File: src/rtl/sysbus_arbiter.sv
// sysbus_arbiter
// Shares the single Sysbus master port between two requesters:
//   port 0 = instruction fetch, port 1 = data (load/store).
// Only one transaction is in flight at a time. Requests are arbitrated
// round-robin in IDLE only, request/write beats are forwarded from the
// owner, and read-response beats are routed back to the owner.
//
// Ports
//   clk_i, reset_i                 Sysbus clock, asynchronous active-high reset
//   mN_reqcyc_i / mN_req_i /       requester N request: valid, address or write
//   mN_reqtag_i / mN_reqack_o      beat, tag (bit TAG_W-1: 1 READ / 0 WRITE), accept
//   mN_respcyc_o / mN_resp_o /     read-response beat routed to requester N
//   mN_resptag_o / mN_respack_i    and its acceptance
//   bus_req*_o / bus_reqack_i      Sysbus request channel
//   bus_resp*_i / bus_respack_o    Sysbus response channel
module sysbus_arbiter #(
    parameter int ADDR_W = 64,
    parameter int TAG_W  = 13,
    parameter int BEATS  = 8
) (
    input  logic              clk_i,
    input  logic              reset_i,
    input  logic              m0_reqcyc_i,
    input  logic [ADDR_W-1:0] m0_req_i,
    input  logic [TAG_W-1:0]  m0_reqtag_i,
    output logic              m0_reqack_o,
    output logic              m0_respcyc_o,
    output logic [ADDR_W-1:0] m0_resp_o,
    output logic [TAG_W-1:0]  m0_resptag_o,
    input  logic              m0_respack_i,
    input  logic              m1_reqcyc_i,
    input  logic [ADDR_W-1:0] m1_req_i,
    input  logic [TAG_W-1:0]  m1_reqtag_i,
    output logic              m1_reqack_o,
    output logic              m1_respcyc_o,
    output logic [ADDR_W-1:0] m1_resp_o,
    output logic [TAG_W-1:0]  m1_resptag_o,
    input  logic              m1_respack_i,
    output logic              bus_reqcyc_o,
    output logic [ADDR_W-1:0] bus_req_o,
    output logic [TAG_W-1:0]  bus_reqtag_o,
    input  logic              bus_reqack_i,
    input  logic              bus_respcyc_i,
    input  logic [ADDR_W-1:0] bus_resp_i,
    input  logic [TAG_W-1:0]  bus_resptag_i,
    output logic              bus_respack_o
);

    localparam int CNT_W = $clog2(BEATS) + 1;
    localparam logic [CNT_W-1:0] LAST_BEAT = CNT_W'(BEATS - 1);

    typedef enum logic [2:0] {IDLE, ADDR, WDATA, RWAIT, RDATA} state_t;

    state_t            state_q, state_d;
    logic              owner_q, owner_d;
    logic              lastGrant_q, lastGrant_d;
    logic              isRead_q, isRead_d;
    logic [CNT_W-1:0]  beatCnt_q, beatCnt_d;

    logic              grant;
    logic              ownReqcyc;
    logic [ADDR_W-1:0] ownReq;
    logic [TAG_W-1:0]  ownReqtag;
    logic              ownRespack;
    logic              ownReqack;
    logic              ownRespcyc;
    logic              routeResp;
    logic              writeAccept;
    logic              respAccept;

    // Single requester wins outright; a tie goes to the port that was not granted last.
    assign grant = (m0_reqcyc_i && m1_reqcyc_i) ? ~lastGrant_q : m1_reqcyc_i;

    assign ownReqcyc  = owner_q ? m1_reqcyc_i  : m0_reqcyc_i;
    assign ownReq     = owner_q ? m1_req_i     : m0_req_i;
    assign ownReqtag  = owner_q ? m1_reqtag_i  : m0_reqtag_i;
    assign ownRespack = owner_q ? m1_respack_i : m0_respack_i;

    // A beat only counts when the owner actually presents it, so a stall never loses data.
    assign writeAccept = ownReqcyc && bus_reqack_i;
    assign respAccept  = bus_respcyc_i && bus_respack_o;

    // Next-state and output decode. All outputs derive from state_q, so the async
    // reset forces them to 0 in the same cycle it is asserted.
    always_comb begin
        state_d       = state_q;
        owner_d       = owner_q;
        lastGrant_d   = lastGrant_q;
        isRead_d      = isRead_q;
        beatCnt_d     = beatCnt_q;
        bus_reqcyc_o  = 1'b0;
        bus_req_o     = '0;
        bus_reqtag_o  = '0;
        bus_respack_o = 1'b0;
        ownReqack     = 1'b0;
        ownRespcyc    = 1'b0;
        routeResp     = 1'b0;

        case (state_q)
            IDLE: begin
                if (m0_reqcyc_i || m1_reqcyc_i) begin
                    owner_d     = grant;
                    lastGrant_d = grant;
                    isRead_d    = grant ? m1_reqtag_i[TAG_W-1] : m0_reqtag_i[TAG_W-1];
                    state_d     = ADDR;
                end
            end

            ADDR, WDATA: begin
                bus_reqcyc_o = ownReqcyc;
                bus_req_o    = ownReq;
                bus_reqtag_o = ownReqtag;
                ownReqack    = bus_reqack_i;
                if (writeAccept) begin
                    if (state_q == ADDR) begin
                        beatCnt_d = '0;
                        state_d   = isRead_q ? RWAIT : WDATA;
                    end else if (beatCnt_q == LAST_BEAT) begin
                        beatCnt_d = '0;
                        state_d   = IDLE;
                    end else begin
                        beatCnt_d = beatCnt_q + 1'b1;
                    end
                end
            end

            // RWAIT and RDATA route identically; RWAIT only marks that no beat has arrived yet.
            RWAIT, RDATA: begin
                routeResp     = 1'b1;
                ownRespcyc    = bus_respcyc_i;
                bus_respack_o = ownRespack && bus_respcyc_i;
                if ((state_q == RWAIT) && bus_respcyc_i) begin
                    state_d = RDATA;
                end
                if (respAccept) begin
                    if (beatCnt_q == LAST_BEAT) begin
                        beatCnt_d = '0;
                        state_d   = IDLE;
                    end else begin
                        beatCnt_d = beatCnt_q + 1'b1;
                    end
                end
            end

            default: begin
                state_d = IDLE;
            end
        endcase
    end

    // State register; reset makes port 0 win the first tie.
    always_ff @(posedge clk_i or posedge reset_i) begin
        if (reset_i) begin
            state_q     <= IDLE;
            owner_q     <= 1'b0;
            lastGrant_q <= 1'b1;
            isRead_q    <= 1'b0;
            beatCnt_q   <= '0;
        end else begin
            state_q     <= state_d;
            owner_q     <= owner_d;
            lastGrant_q <= lastGrant_d;
            isRead_q    <= isRead_d;
            beatCnt_q   <= beatCnt_d;
        end
    end

    // Per-port fan-out: the non-owner always sees zeros.
    assign m0_reqack_o  = ownReqack  && !owner_q;
    assign m1_reqack_o  = ownReqack  &&  owner_q;
    assign m0_respcyc_o = ownRespcyc && !owner_q;
    assign m1_respcyc_o = ownRespcyc &&  owner_q;
    assign m0_resp_o    = (routeResp && !owner_q) ? bus_resp_i    : '0;
    assign m1_resp_o    = (routeResp &&  owner_q) ? bus_resp_i    : '0;
    assign m0_resptag_o = (routeResp && !owner_q) ? bus_resptag_i : '0;
    assign m1_resptag_o = (routeResp &&  owner_q) ? bus_resptag_i : '0;

endmodule

File: config.mk
export PLATFORM = sky130hd
export DESIGN_NAME = sysbus_arbiter
export DESIGN_NICKNAME = d
export VERILOG_FILES = /design/src/rtl/sysbus_arbiter.sv
export SDC_FILE = /design/constraint.sdc
export NUM_CORES = 1
export LEC_CHECK = 0
export BUFFER_PORTS_ARGS = -buffer_cell sky130_fd_sc_hd__buf_2
export CAP_MARGIN = 20
export CELL_PAD_IN_SITES_DETAIL_PLACEMENT = 1
export CELL_PAD_IN_SITES_GLOBAL_PLACEMENT = 1
export CORE_AREA = 2 2 184 186
export DETAILED_ROUTE_END_ITERATION = 10
export DIE_AREA = 0 0 186 188
export PLACE_DENSITY_LB_ADDON = 0.1
export SLEW_MARGIN = 20
export SYNTH_ARGS = -nofsm -noshare
export SYNTH_HDL_FRONTEND = slang
export SYNTH_SLANG_ARGS = --single-unit
File: constraint.sdc
create_clock -name clk_i -period 4.1 [get_ports clk_i]
set_input_delay 0 -clock clk_i [delete_from_list [all_inputs] [get_ports clk_i]]
set_output_delay 0 -clock clk_i [all_outputs]
set_load 0.05 [all_outputs]
* Yosys cells after proc, flatten, opt, wreduce, memory -nomap -nowiden
Index checks and enable logic that the tools add are counted.
Word-level totals: ROM bits 0, RAM bits 0, bits in latches 0, input port bits 239, memories 0, register bits after elaboration 10
Cells by class: mux-type cells 31, multiply operators 0, bitwise gates (word level) 1, $add $sub $neg 1, reduce and logical (&&, ||, !) cells 20, equality and inequality tests 9, shift-type cells 0, divide/modulo/power cells 0, $lt $le $gt $ge 0
Operators by type and width (count):
- 64-bit 2-to-1 mux | 4
- 13-bit 2-to-1 mux | 4
- 3-bit 2-to-1 mux | 7
- 4-bit 2-to-1 mux | 4
- 1-bit logical AND | 11
- 1-bit 2-to-1 mux | 10
- 3-bit case mux with 3 select lines | 1
- 4-bit case mux with 2 select lines | 1
- 3-bit by 2-bit == test with 1-bit output, second input constant | 2
- 2-bit != test, second input constant | 3
- 3-bit AND reduction | 2
- 4-bit by 1-bit adder with 4-bit output, second input constant | 1
- 4-bit by 3-bit == test with 1-bit output, second input constant | 1
- 2-bit OR reduction | 2
- 3-bit by 1-bit == test with 1-bit output, second input constant | 1
- 3-bit == test, second input constant | 1
- 3-bit logical NOT | 1
- 3-bit != test, second input constant | 1
- 2-bit AND reduction | 1
- 2-bit nonzero test | 1
- 1-bit logical NOT | 1
- 1-bit logical OR | 1
- 1-bit inverter | 1

* Longest topological paths before layout
depth after elaboration 6, mapped depth 7

* Worst setup path before layout
OpenSTA, ideal clock, no wires.
path kind flip-flop to output port, start point reg state_q[0], end point out m0_reqack_o, slack 1.894 ns, arrival time 2.206 ns, data required time 4.100 ns, cell stages (with the launch flop) 7, path through dfrtp_1 > buf_4 > xor2_1 > nand2b_1 > clkbuf_1 > buf_2 > nor3b_1
Between the ends: longest elaborated chain between the ends 4
RTL lines:
- start, declared | line 54 | state_t state_q, state_d;
- start signal, assigned | line 160 | state_q <= state_d;
- 3-bit by 1-bit == test with 1-bit output or 3-bit by 2-bit == test with 1-bit output (tied branches) | line 99 | case (state_q)
- 2-bit OR reduction * | line 99
- 1-bit 2-to-1 mux * | line 99
- 1-bit logical AND * | line 169 | assign m0_reqack_o = ownReqack && !owner_q;
- end, declared | line 26 | output logic m0_reqack_o,
Mark *: on every way between the ends. The rest lies on a longest branch, timed or not.

* Worst setup path after layout
start point reg state_q[0], end point out m1_resp_o[6]
Between the ends: longest elaborated chain between the ends 5
RTL lines:
- 3-bit by 2-bit == test with 1-bit output or 3-bit == test (tied branches) | line 99
- 2-bit OR reduction * | line 99
- 1-bit 2-to-1 mux * | line 99
- 1-bit logical AND * | line 174 | assign m1_resp_o = (routeResp && owner_q) ? bus_resp_i : '0;
- 64-bit 2-to-1 mux * | line 174
- end, declared | line 36 | output logic [ADDR_W-1:0] m1_resp_o,
Marked as above.

==> impl_results.md <==
- Fill cells: 4174
- Setup violations, final: 0
- Max-slew headroom: 43.5%
- Max_cap viols: 0
- CORE AREA: 33100 um2
- Layout cells sized above 1: 56.9%
- TritonCTS Buffers: 3
- Register Area: 255 um2
- RSZ-0062 raised after global routing: no
- Port Buffers: 475
- Routed WL per cell: 16.1 um
- DRT iter0 DRCs: 99
- Routability cong.: 0.740
- Fin Clk Skew: 1.38 ps
- Fin crit share: 66.5%
- Area Growth Syn to Fin: 100%
- Synth Register Bits: 10
- Initial Util: 8.72%
- Crit. Startpoint: state_q[0]
- CTS tree: built
- Most frequent cells in the layout: buf_2, and2_1, nor2_1, mux2i_1
- Worst EP arrival: 2720 ps
- Post-CTS Setup Inserts: 0
- Worst-path clk slew: 40 ps
- Worst setup margin: 1380 ps
- Root Driver: clkbuf_16
- Detailed Route WL: 21200 um
- Post-synthesis cell area: 2890 um2
- DRT antenna net count: 0
- Ys async rst share: 100%
- Tmin final: 2720 ps
- Crit path kind: register to primary output
- Worst R2R Setup Slack: 2040 ps
- Syn avg cell area: 6.90 um2
- Crit end category: primary output
- Crit path to: m1_resp_o[6]
- IO Pins: 476
- Post-synth EDFFs: 0
- Vias in the first global route: 4697
- Clock Latency Late Sink: 230 ps
- Outcome: complete, no violations
- Pin count of the biggest net entering global routing: 79
- Prevailing post-synth register cell: dfrtp_1
- Seq/Total Area, Yosys: 8.71%
- Placement Setup Slack: 1590 ps
- Power Density: 1000 nW/um2
- Drt drc: 0
- First-pass GRT wire length: 29300 um
- Max frequency: 367 MHz
- TritonRoute pass-1 iters: 4
- Initial antenna violation count: 2
- Multi-input gate area in the final layout: 2440 um2
- # resized after CTS: 0
- CP Cell Sequence: nor2b_1 > a21oi_2 > nor2b_4 > buf_4 > and2_1 > buf_2
- Worst-margin pin slew: 847 ps
- Pins Over Slew Limit: 0
- Commonest non-fill, non-tap cell in the layout: buf_2
- Clock Sinks: 10
- Netlist cell types: 38
- Min-Delay Path Class: input port to register
- Die area: 35000 um2
- H-tree levels: 1
- Syn_nets: 659
- Critical-path maximum fanout: 52
- Grt total ovfl: 0
- Biggest cell delay along the critical path: 500 ps
- Worst vdd ir: 0.000508 V
- CTS Buffer Depth: 2
- Setup TNS: 0 ps
- Total track usage: 11.1%
- Ys Warns: 0
- CP max-delay cell: dfrtp_1
- Rows: 67
- Beginning of the worst register-to-register path: owner_q
- Hold-fix buffers, CTS: 1
- ANT cells: 0
- Syn Inst Count: 419
- Critical R2R Capture: beatCnt_q[2]
- Die Y: 188 um
- WP data required: 4100 ps
- Leakage: 3.54 nW
- Post-layout nets: 1108
- Die width: 186 um
- Endpoints failing hold: 0
- Vias per cell: 3.50
- CP Launch Type: register
- Via count: 4603
- Reg2reg path depth: 5
- DPL Wire Length: 18300 um
==> cell usage after synthesis (3+ instances only) <==
cell type / n / area share (%)
o21ai_0: 5 / 0.87
and2_1: 156 / 34
a21oi_1: 3 / 0.52
nand2_1: 8 / 1.0
inv_1: 4 / 0.52
buf_2: 10 / 1.7
buf_4: 5 / 1.3
clkbuf_2: 5 / 0.87
clkbuf_1: 14 / 1.8
dfrtp_1: 9 / 7.8
mux2i_1: 79 / 27
nand3_1: 7 / 1.2
mux2_2: 3 / 1.2
nor2_1: 80 / 10
==> cells by family (layout without fill, tap and decap cells) <==
kind of cell | Yosys count | in the layout | synth area share (%)
AND/OR/NAND/NOR | 268 | 268 | 51.1
multiplexers | 82 | 82 | 28.5
buffers and inverters | 40 | 488 | 7.02
AO/OA/AOI/OAI | 17 | 17 | 3.85
flip-flops | 10 | 10 | 8.71
adder cells (fa/ha/maj) | 1 | 1 | 0.433
XOR/XNOR | 1 | 1 | 0.303
==> worst min path at each step <==
| stage | slack, ps | start | endpoint | cells after the start |
|---|---|---|---|---|
| 6_report | 7 | m0_reqcyc_i | lastGrant_q | 2 |
| 5_1_grt | 7 | m0_reqcyc_i | lastGrant_q | 2 |
| 4_1_cts | 1 | m0_reqcyc_i | lastGrant_q | 2 |
| 3_5_place_dp | 30 | reset_i | state_q[2] | 2 |
| 3_3_place_gp | 40 | reset_i | state_q[2] | 2 |
| 2_1_floorplan | -160 | reset_i | beatCnt_q[0] | 1 |
==> critical path: cells and delay by family (launching register included) <==
| kind | cells | cell delay, ps |
|---|---|---|
| AND/OR/NAND/NOR | 3 | 1010 |
| buffers and inverters | 2 | 730 |
| AO/OA/AOI/OAI | 1 | 170 |
| flip-flops | 1 | 500 |
==> report_power, final <==
part | total [mW] | internal [mW] | switching, mW
combinational | 5.31 | 1.23 | 4.08
sequential | 0.297 | 0.149 | 0.148
clock | 0.193 | 0.147 | 0.0459
==> registers in the layout, indices dropped and copies added, names as in the netlist <==
| signal | cells |
|---|---|
| lastGrant_q | 1 |
| isRead_q | 1 |
| owner_q | 1 |
| state_q | 3 |
| beatCnt_q | 4 |
==> metrics by stage <==
step	util (%)	instance area [um2]	cells	hold slack, ps	total power, mW
detailed placement	17.2	5690	1310	25.4	5.71
global route	17.5	5790	1315	6.74	6.13
floorplan	-	2890	419	-161	4.41
global placement	17.2	5690	1310	41.3	5.75
CTS	17.5	5790	1315	1.37	5.92
finish	17.5	5790	1315	7.33	5.80
==> cell type report <==
| cell class | instances | share of cell area (%) |
|---|---|---|
| repair buffers | 480 | 42.0 |
| multi-input cells | 369 | 42.1 |
| flip-flops and latches | 10 | 4.41 |
| well taps | 448 | 9.69 |
| inverters | 4 | 0.259 |
| clock buffers | 4 | 1.54 |
==> layer usage <==
layer / up-vias / GRT usage [%] / share of wire (%) / wire length (um)
met4: 0 / 0.545 / 0.32 / 68
met2: 282 / 22.4 / 53 / 11300
met3: 6 / 2.95 / 10 / 2130
li1: 2255 / - / - / -
met5: - / 0 / 0 / 0
met1: 2060 / 11.6 / 36 / 7680
Power figures use the tool's default switching activity.
